==> config.mk <==
export PLATFORM = sky130hd
export DESIGN_NAME = dem_tree_recombiner_flat
export DESIGN_NICKNAME = d
export VERILOG_FILES = /design/src/rtl/dem_tree_recombiner_if.sv /design/src/rtl/dem_tree_recombiner.sv /design/src/flat_wrapper.sv
export SDC_FILE = /design/constraint.sdc
export NUM_CORES = 1
export LEC_CHECK = 0
export CAP_MARGIN = 20
export CORE_MARGIN = 3
export CORE_UTILIZATION = 45
export DETAILED_ROUTE_END_ITERATION = 6
export PLACE_DENSITY = 0.74
export SLEW_MARGIN = 20
export SYNTH_ARGS = -nofsm -noshare
export SYNTH_HDL_FRONTEND = slang
export SYNTH_SLANG_ARGS = --single-unit
==> constraint.sdc <==
create_clock -name clk_i -period 4.7 [get_ports clk_i]
set_clock_uncertainty 0.1 [all_clocks]
set_input_delay 0.94 -clock clk_i [delete_from_list [all_inputs] [get_ports clk_i]]
set_output_delay 0.94 -clock clk_i [all_outputs]
set_load 0.02 [all_outputs]
==> src/rtl/dem_tree_recombiner_if.sv <==
// Bundle between the DEM switching tree and its recombiner check block:
// the tree input code, the eight layer-3 leaf codes, the clear strobe
// and the status returned by the checker.
interface dem_tree_recombiner_if #(
  parameter int unsigned INPUT_WIDTH = 4,
  parameter int unsigned ERR_CNT_W   = 16
);

  // Tree side
  logic                   valid_i;
  logic [INPUT_WIDTH-1:0] x_in_i;
  logic [INPUT_WIDTH-1:0] x_leaf1_i;
  logic [INPUT_WIDTH-1:0] x_leaf2_i;
  logic [INPUT_WIDTH-1:0] x_leaf3_i;
  logic [INPUT_WIDTH-1:0] x_leaf4_i;
  logic [INPUT_WIDTH-1:0] x_leaf5_i;
  logic [INPUT_WIDTH-1:0] x_leaf6_i;
  logic [INPUT_WIDTH-1:0] x_leaf7_i;
  logic [INPUT_WIDTH-1:0] x_leaf8_i;
  logic                   clear_i;

  // Status side
  logic                   valid_o;
  logic [INPUT_WIDTH+2:0] sum_o;
  logic                   match_o;
  logic                   err_sticky_o;
  logic [ERR_CNT_W-1:0]   err_cnt_o;

  // Drives codes into the checker, observes status
  modport master (
    output valid_i, x_in_i,
    output x_leaf1_i, x_leaf2_i, x_leaf3_i, x_leaf4_i,
    output x_leaf5_i, x_leaf6_i, x_leaf7_i, x_leaf8_i,
    output clear_i,
    input  valid_o, sum_o, match_o, err_sticky_o, err_cnt_o
  );

  // The recombiner check block itself
  modport slave (
    input  valid_i, x_in_i,
    input  x_leaf1_i, x_leaf2_i, x_leaf3_i, x_leaf4_i,
    input  x_leaf5_i, x_leaf6_i, x_leaf7_i, x_leaf8_i,
    input  clear_i,
    output valid_o, sum_o, match_o, err_sticky_o, err_cnt_o
  );

endinterface

==> src/rtl/dem_tree_recombiner.sv <==
// Conservation checker for the three-layer DEM switching tree.
// The eight leaf codes are summed through a three-stage registered adder
// tree and compared with the tree input code, which is delayed to meet the
// leaves and then carried alongside the adder stages. Every stage carries
// its own valid bit; bubbles pass through unchanged and nothing stalls.
// Mismatches set a sticky flag and bump a saturating counter.
module dem_tree_recombiner #(
  parameter int unsigned INPUT_WIDTH = 4,
  parameter int unsigned TREE_LAT    = 3,
  parameter int unsigned ERR_CNT_W   = 16
) (
  input  logic               clk_i,
  input  logic               reset_i,   // asynchronous, active low
  dem_tree_recombiner_if.slave bus
);

  localparam int unsigned W = INPUT_WIDTH;

  // Leaves gathered into an array so the pair sums can be written uniformly
  logic [W-1:0] leaf [8];

  assign leaf[0] = bus.x_leaf1_i;
  assign leaf[1] = bus.x_leaf2_i;
  assign leaf[2] = bus.x_leaf3_i;
  assign leaf[3] = bus.x_leaf4_i;
  assign leaf[4] = bus.x_leaf5_i;
  assign leaf[5] = bus.x_leaf6_i;
  assign leaf[6] = bus.x_leaf7_i;
  assign leaf[7] = bus.x_leaf8_i;

  // Reference delay line
  logic         dl_valid [TREE_LAT];
  logic [W-1:0] dl_code  [TREE_LAT];
  logic         dvalid;
  logic [W-1:0] dcode;

  assign dvalid = dl_valid[TREE_LAT-1];
  assign dcode  = dl_code[TREE_LAT-1];

  // Adder stages, each with its reference copy and valid bit
  logic         s1_valid;
  logic [W:0]   s1_sum [4];
  logic [W-1:0] s1_ref;

  logic         s2_valid;
  logic [W+1:0] s2_sum [2];
  logic [W-1:0] s2_ref;

  logic         s3_valid;
  logic [W+2:0] s3_sum;
  logic [W-1:0] s3_ref;

  // Output register
  logic         valid_q;
  logic [W+2:0] sum_q;
  logic         match_q;

  // Error bookkeeping
  logic                 sticky_q;
  logic [ERR_CNT_W-1:0] cnt_q;
  logic                 mismatch;

  // Combinational helpers
  logic [W:0]   pair_sum [4];
  logic [W+1:0] quad_sum [2];
  logic [W+2:0] oct_sum;
  logic         ref_eq;

  // Adder tree arithmetic; each level widens by one bit so nothing overflows
  always_comb begin
    for (int unsigned k = 0; k < 4; k++) begin
      pair_sum[k] = {1'b0, leaf[2*k]} + {1'b0, leaf[2*k+1]};
    end
    quad_sum[0] = {1'b0, s1_sum[0]} + {1'b0, s1_sum[1]};
    quad_sum[1] = {1'b0, s1_sum[2]} + {1'b0, s1_sum[3]};
    oct_sum     = {1'b0, s2_sum[0]} + {1'b0, s2_sum[1]};
    ref_eq      = (s3_sum == {3'b000, s3_ref});
  end

  // Delay {valid, code} by TREE_LAT cycles to line up with the leaf outputs
  always_ff @(posedge clk_i or negedge reset_i) begin
    if (!reset_i) begin
      for (int unsigned i = 0; i < TREE_LAT; i++) begin
        dl_valid[i] <= 1'b0;
        dl_code[i]  <= '0;
      end
    end else begin
      dl_valid[0] <= bus.valid_i;
      dl_code[0]  <= bus.x_in_i;
      for (int unsigned i = 1; i < TREE_LAT; i++) begin
        dl_valid[i] <= dl_valid[i-1];
        dl_code[i]  <= dl_code[i-1];
      end
    end
  end

  // Stage 1: pair sums, leaves captured only when the delayed valid is set
  always_ff @(posedge clk_i or negedge reset_i) begin
    if (!reset_i) begin
      s1_valid <= 1'b0;
      s1_ref   <= '0;
      for (int unsigned k = 0; k < 4; k++) begin
        s1_sum[k] <= '0;
      end
    end else begin
      s1_valid <= dvalid;
      if (dvalid) begin
        s1_ref <= dcode;
        for (int unsigned k = 0; k < 4; k++) begin
          s1_sum[k] <= pair_sum[k];
        end
      end
    end
  end

  // Stage 2: two quad sums
  always_ff @(posedge clk_i or negedge reset_i) begin
    if (!reset_i) begin
      s2_valid  <= 1'b0;
      s2_ref    <= '0;
      s2_sum[0] <= '0;
      s2_sum[1] <= '0;
    end else begin
      s2_valid <= s1_valid;
      if (s1_valid) begin
        s2_ref    <= s1_ref;
        s2_sum[0] <= quad_sum[0];
        s2_sum[1] <= quad_sum[1];
      end
    end
  end

  // Stage 3: final eight-leaf sum
  always_ff @(posedge clk_i or negedge reset_i) begin
    if (!reset_i) begin
      s3_valid <= 1'b0;
      s3_ref   <= '0;
      s3_sum   <= '0;
    end else begin
      s3_valid <= s2_valid;
      if (s2_valid) begin
        s3_ref <= s2_ref;
        s3_sum <= oct_sum;
      end
    end
  end

  // Output register: sum holds while invalid, match is forced low then
  always_ff @(posedge clk_i or negedge reset_i) begin
    if (!reset_i) begin
      valid_q <= 1'b0;
      sum_q   <= '0;
      match_q <= 1'b0;
    end else begin
      valid_q <= s3_valid;
      match_q <= s3_valid && ref_eq;
      if (s3_valid) begin
        sum_q <= s3_sum;
      end
    end
  end

  assign mismatch = valid_q && !match_q;

  // Sticky flag and saturating counter; a reported mismatch beats clear
  always_ff @(posedge clk_i or negedge reset_i) begin
    if (!reset_i) begin
      sticky_q <= 1'b0;
      cnt_q    <= '0;
    end else if (mismatch) begin
      sticky_q <= 1'b1;
      if (bus.clear_i) begin
        cnt_q <= ERR_CNT_W'(1);
      end else if (!(&cnt_q)) begin
        cnt_q <= cnt_q + ERR_CNT_W'(1);
      end
    end else if (bus.clear_i) begin
      sticky_q <= 1'b0;
      cnt_q    <= '0;
    end
  end

  assign bus.valid_o      = valid_q;
  assign bus.sum_o        = sum_q;
  assign bus.match_o      = match_q;
  assign bus.err_sticky_o = sticky_q;
  assign bus.err_cnt_o    = cnt_q;

endmodule
==> src/flat_wrapper.sv <==
// flat-port wrapper written by rule: the top's interface ports become plain ports
module dem_tree_recombiner_flat 
#(
  parameter int unsigned INPUT_WIDTH = 4,
  parameter int unsigned TREE_LAT    = 3,
  parameter int unsigned ERR_CNT_W   = 16
)
  (clk_i, reset_i, bus_valid_i, bus_x_in_i, bus_x_leaf1_i, bus_x_leaf2_i, bus_x_leaf3_i, bus_x_leaf4_i, bus_x_leaf5_i, bus_x_leaf6_i, bus_x_leaf7_i, bus_x_leaf8_i, bus_clear_i, bus_valid_o, bus_sum_o, bus_match_o, bus_err_sticky_o, bus_err_cnt_o);
  dem_tree_recombiner_if #(.INPUT_WIDTH(INPUT_WIDTH), .ERR_CNT_W(ERR_CNT_W)) bus_i ();
  input  logic clk_i;
  input  logic reset_i;
  input wire logic [$bits(bus_i.valid_i)-1:0] bus_valid_i;
  input wire logic [$bits(bus_i.x_in_i)-1:0] bus_x_in_i;
  input wire logic [$bits(bus_i.x_leaf1_i)-1:0] bus_x_leaf1_i;
  input wire logic [$bits(bus_i.x_leaf2_i)-1:0] bus_x_leaf2_i;
  input wire logic [$bits(bus_i.x_leaf3_i)-1:0] bus_x_leaf3_i;
  input wire logic [$bits(bus_i.x_leaf4_i)-1:0] bus_x_leaf4_i;
  input wire logic [$bits(bus_i.x_leaf5_i)-1:0] bus_x_leaf5_i;
  input wire logic [$bits(bus_i.x_leaf6_i)-1:0] bus_x_leaf6_i;
  input wire logic [$bits(bus_i.x_leaf7_i)-1:0] bus_x_leaf7_i;
  input wire logic [$bits(bus_i.x_leaf8_i)-1:0] bus_x_leaf8_i;
  input wire logic [$bits(bus_i.clear_i)-1:0] bus_clear_i;
  output wire logic [$bits(bus_i.valid_o)-1:0] bus_valid_o;
  output wire logic [$bits(bus_i.sum_o)-1:0] bus_sum_o;
  output wire logic [$bits(bus_i.match_o)-1:0] bus_match_o;
  output wire logic [$bits(bus_i.err_sticky_o)-1:0] bus_err_sticky_o;
  output wire logic [$bits(bus_i.err_cnt_o)-1:0] bus_err_cnt_o;
  assign bus_i.valid_i = bus_valid_i;
  assign bus_i.x_in_i = bus_x_in_i;
  assign bus_i.x_leaf1_i = bus_x_leaf1_i;
  assign bus_i.x_leaf2_i = bus_x_leaf2_i;
  assign bus_i.x_leaf3_i = bus_x_leaf3_i;
  assign bus_i.x_leaf4_i = bus_x_leaf4_i;
  assign bus_i.x_leaf5_i = bus_x_leaf5_i;
  assign bus_i.x_leaf6_i = bus_x_leaf6_i;
  assign bus_i.x_leaf7_i = bus_x_leaf7_i;
  assign bus_i.x_leaf8_i = bus_x_leaf8_i;
  assign bus_i.clear_i = bus_clear_i;
  assign bus_valid_o = bus_i.valid_o;
  assign bus_sum_o = bus_i.sum_o;
  assign bus_match_o = bus_i.match_o;
  assign bus_err_sticky_o = bus_i.err_sticky_o;
  assign bus_err_cnt_o = bus_i.err_cnt_o;
  dem_tree_recombiner #(.INPUT_WIDTH(INPUT_WIDTH), .TREE_LAT(TREE_LAT), .ERR_CNT_W(ERR_CNT_W)) u_core (.clk_i(clk_i), .reset_i(reset_i), .bus(bus_i));
endmodule
==> qor.json <==
{
  "synth.mux.area_fraction": {"value": 0.0997},
  "worst_slew_pin_slew": {"value": 0.790, "unit": "ns"},
  "placement.setup.worst_slack": {"value": 1.87, "unit": "ns"},
  "timing.final.crit_share": {"value": 0.535},
  "design.portCount": {"value": 66},
  "resized_gates_after_cts": {"value": 0},
  "clockRootBuffer": {"value": "clkbuf_8"},
  "cp-end-kind": {"value": "flip-flop"},
  "met1_length": {"value": 3670, "unit": "um"},
  "rr_worst_depth": {"value": 5},
  "fmax": {"value": 0.397, "unit": "GHz"},
  "setup_viol": {"value": 0},
  "topRoutingLayerUsed": {"value": "met4"},
  "cts.reportedPaths.clkPinSlew": {"value": 0.09, "unit": "ns"},
  "grt_setup_unrepaired": {"value": "no"},
  "residual_overflow_from_global_routing": {"value": 0},
  "total_power": {"value": 2.50, "unit": "mW"},
  "synth.ff_latch_count": {"value": 95},
  "cts_tree": {"value": "yes"},
  "synth_cell_type_count": {"value": 48},
  "gpl.final_weighted_congestion": {"value": 0.890},
  "first_global_vias": {"value": 3263},
  "critical_path_required": {"value": 4.82, "unit": "ns"},
  "synth_simple_gate_area_frac": {"value": 0.0917},
  "area_share_of_xor_xnor_cells_in_the_synthesized_design": {"value": 0.0335},
  "synthFlopType": {"value": "dfrtp_1"},
  "core_region_area": {"value": 9950, "unit": "sq um"},
  "synth_nets": {"value": 482},
  "fp.dieW": {"value": 108, "unit": "um"},
  "finalCoreUtilization": {"value": 0.573},
  "timing.rr.start": {"value": "u_core.bus.err_cnt_o[0]$_DFFE_PN0P_"},
  "final_hold_viol_count": {"value": 0},
  "yosys_warnings": {"value": 0},
  "initial_cell_density_of_the_core": {"value": 0.473},
  "max-slew-margin-rel": {"value": 0.473},
  "antenna_found_initial": {"value": 0},
  "firstDrtPassIters": {"value": 4},
  "starting_drt_drc_count": {"value": 148},
  "postCtsHoldBufs": {"value": 0},
  "vdd_ir_drop_max": {"value": 194, "unit": "uV"},
  "status": {"value": "complete, no violations"},
  "worst_ep_arrival_time": {"value": 2.63, "unit": "ns"},
  "yosys.area_share.adder": {"value": 0.117},
  "p_leak": {"value": 2.52, "unit": "nW"},
  "max-clock-path-buffers": {"value": 2},
  "grt_usage": {"value": 0.155},
  "p_per_area": {"value": 438, "unit": "nW/um^2"},
  "met2RoutedLength": {"value": 4040, "unit": "um"},
  "route.detailed.vias_per_inst": {"value": 5.36},
  "die_outline_area": {"value": 11700, "unit": "sq um"},
  "drv_cap": {"value": 0},
  "setup_fix_bufs_post_cts": {"value": 0},
  "grt_max_degree": {"value": 60},
  "synth-compound-area-share": {"value": 0.120},
  "detailed_placer_s_ending_hpwl": {"value": 6230, "unit": "um"},
  "edff_count_synth": {"value": 0},
  "route.detailed.drc": {"value": 0},
  "avgSynthCellArea": {"value": 11.7, "unit": "sq um"},
  "post_synthesis_sequential_area_ratio": {"value": 0.505},
  "async_reset_ff_frac": {"value": 1.00},
  "syn-instance-count": {"value": 402},
  "number_of_i_o_port_buffers": {"value": 65},
  "critical_path_class": {"value": "input port to flip-flop"},
  "crit_fanout": {"value": 15},
  "vias": {"value": 3244},
  "clock_latency": {"value": 0.35, "unit": "ns"},
  "fin_ws": {"value": 2.18, "unit": "ns"},
  "finalCriticalPeriod": {"value": 2.52, "unit": "ns"},
  "postRouteWirelength": {"value": 8330, "unit": "um"},
  "fp_rows": {"value": 36},
  "synth_top_family_by_area": {"value": "compound AO/OA/AOI/OAI gates"},
  "timing.final.max_slew_violations": {"value": 0},
  "drive_gt1_frac": {"value": 0.127},
  "antennaDiodeCount": {"value": 0},
  "detail_route.wl_per_cell": {"value": 13.8, "unit": "um"},
  "r2r_end": {"value": "u_core.bus.err_cnt_o[14]$_DFFE_PN0P_"},
  "hold_path_depth": {"value": 0},
  "tns": {"value": 0, "unit": "ns"},
  "cts_buffers": {"value": 9},
  "first_pass_grt_wire_length": {"value": 14600, "unit": "um"},
  "hold_end": {"value": "u_core.dcode[1]$_DFF_PN0_"},
  "layout-area-overhead-vs-synth": {"value": 21.2, "unit": "%"},
  "post_synth_instance_area": {"value": 4710, "unit": "sq um"},
  "h_tree_lvl_count": {"value": 3},
  "ant_nets": {"value": 0},
  "route.met3.wl": {"value": 467, "unit": "um"},
  "hold_wc_path_type": {"value": "flip-flop to flip-flop"},
  "chipHeight": {"value": 108, "unit": "um"},
  "cts_num_sinks": {"value": 95},
  "min_from": {"value": "u_core.dl_code[5]$_DFF_PN0_"},
  "fin_nets": {"value": 547},
  "critPathLaunchType": {"value": "input port"},
  "reg2reg_setup_slack": {"value": 2.44, "unit": "ns"}
}
## registers in the layout, indices dropped and copies added, names as in the netlist
name / count
u_core.dl_code: 8
u_core.s2_valid: 1
u_core.bus.valid_o: 1
u_core.s1_sum: 20
u_core.s1_ref: 4
u_core.dvalid: 1
u_core.s3_ref: 4
u_core.s1_valid: 1
u_core.s2_sum: 12
u_core.s3_sum: 7
u_core.bus.err_cnt_o: 16
u_core.bus.err_sticky_o: 1
u_core.dl_valid: 2
u_core.bus.sum_o: 7
u_core.s3_valid: 1
u_core.bus.match_o: 1
u_core.s2_ref: 4
u_core.dcode: 4
## where the power goes
group / internal [mW] / switching, mW / total [mW]
combinational: 0.426 / 0.375 / 0.801
sequential: 0.989 / 0.130 / 1.12
clock: 0.300 / 0.279 / 0.579
## layout make-up
type | instances | area, sq um
Timing Repair Buffer | 66 | 656
Sequential cell | 95 | 2380
Tap cell | 133 | 166
Fill cell | 856 | 4250
Inverter | 29 | 109
Clock buffer | 9 | 124
Multi-Input combinational cell | 266 | 2180
Clock inverter | 7 | 95.1
## synthesized netlist by cell type (6+ instances only)
cell type   n  share of area
nor2_1     19          0.015
clkbuf_1   10         0.0080
fa_1        7          0.030
o31ai_1     6         0.0096
o21ai_0     9         0.0096
nand3_1     6         0.0064
inv_1      29          0.023
nand2_1    19          0.015
dfrtp_1    95           0.50
a21o_1     15          0.024
ha_1       33          0.088
mux2_2     39          0.093
xnor2_1    13          0.024
a21oi_1    24          0.026
## layer usage
metal,GRT usage,vias up
met5,0,-
met4,0.0640,0
met3,0.0304,12
met2,0.254,98
met1,0.203,1565
li1,-,1569
## metrics by stage
step	std cells	hold slack (ns)	area (sq um)
after CTS	605	0.253	5700
after detailed placement	589	0.236	5480
after global routing	605	0.264	5700
after global placement	589	0.231	5480
final	605	0.254	5700
after floorplan	402	0.231	4710
## how the worst max path moves through the flow
stage | startpoint | endpoint | depth (start not counted)
floorplan | u_core.bus.err_cnt_o[0]$_DFFE_PN0P_ | u_core.bus.err_cnt_o[14]$_DFFE_PN0P_ | 6
global placement | bus_clear_i | u_core.bus.err_cnt_o[0]$_DFFE_PN0P_ | 5
detailed placement | bus_clear_i | u_core.bus.err_cnt_o[1]$_DFFE_PN0P_ | 5
CTS | u_core.bus.err_cnt_o[12]$_DFFE_PN0P_ | bus_err_cnt_o[12] | 1
global route | bus_clear_i | u_core.bus.err_cnt_o[0]$_DFFE_PN0P_ | 5
finish | bus_clear_i | u_core.bus.err_cnt_o[1]$_DFFE_PN0P_ | 5
## layout by cell type, fill, tap and decap left out, types with 2 or more instances in the layout
cell type,synthesis,final
dfrtp_1,95,94
clkdlybuf4s50_1,0,64
mux2_2,39,39
ha_1,33,33
inv_1,29,29
a21oi_1,24,24
nand2_1,19,19
nor2_1,19,19
a21o_1,15,15
xnor2_1,13,13
o21ai_0,9,9
clkbuf_8,0,9
fa_1,7,7
o31ai_1,6,6
nand3_1,6,6
xor2_1,5,5
and3_1,5,5
or4_1,4,4
nor3_1,4,4
a31oi_1,4,4
a211oi_1,4,4
o211ai_1,4,4
o21a_1,4,4
nand3b_1,3,3
or3_1,3,3
nand4_1,3,3
o311ai_0,3,3
o41ai_1,3,3
mux2i_1,3,3
nor4_1,2,2
and2_1,2,2
and4_1,2,2
nand4b_1,2,2
nand2b_1,2,2
nor2b_1,2,2
clkinv_2,0,2
bufinv_16,0,2
buf_4,0,2
## worst max-delay path, stage by stage
cell             delay (ns)
clkdlybuf4s50_1        0.82
inv_1                  0.32
and3_1                 0.26
a21oi_1                0.14
o311ai_0               0.14
## logic make-up after synthesis
kind of cell             Yosys count
adder cells (fa/ha/maj)           40
flip-flops                        95
buffers and inverters             41
AO/OA/AOI/OAI                     84
XOR/XNOR                          18
AND/OR/NAND/NOR                   82
multiplexers                      42
Power figures use the tool's default switching activity.
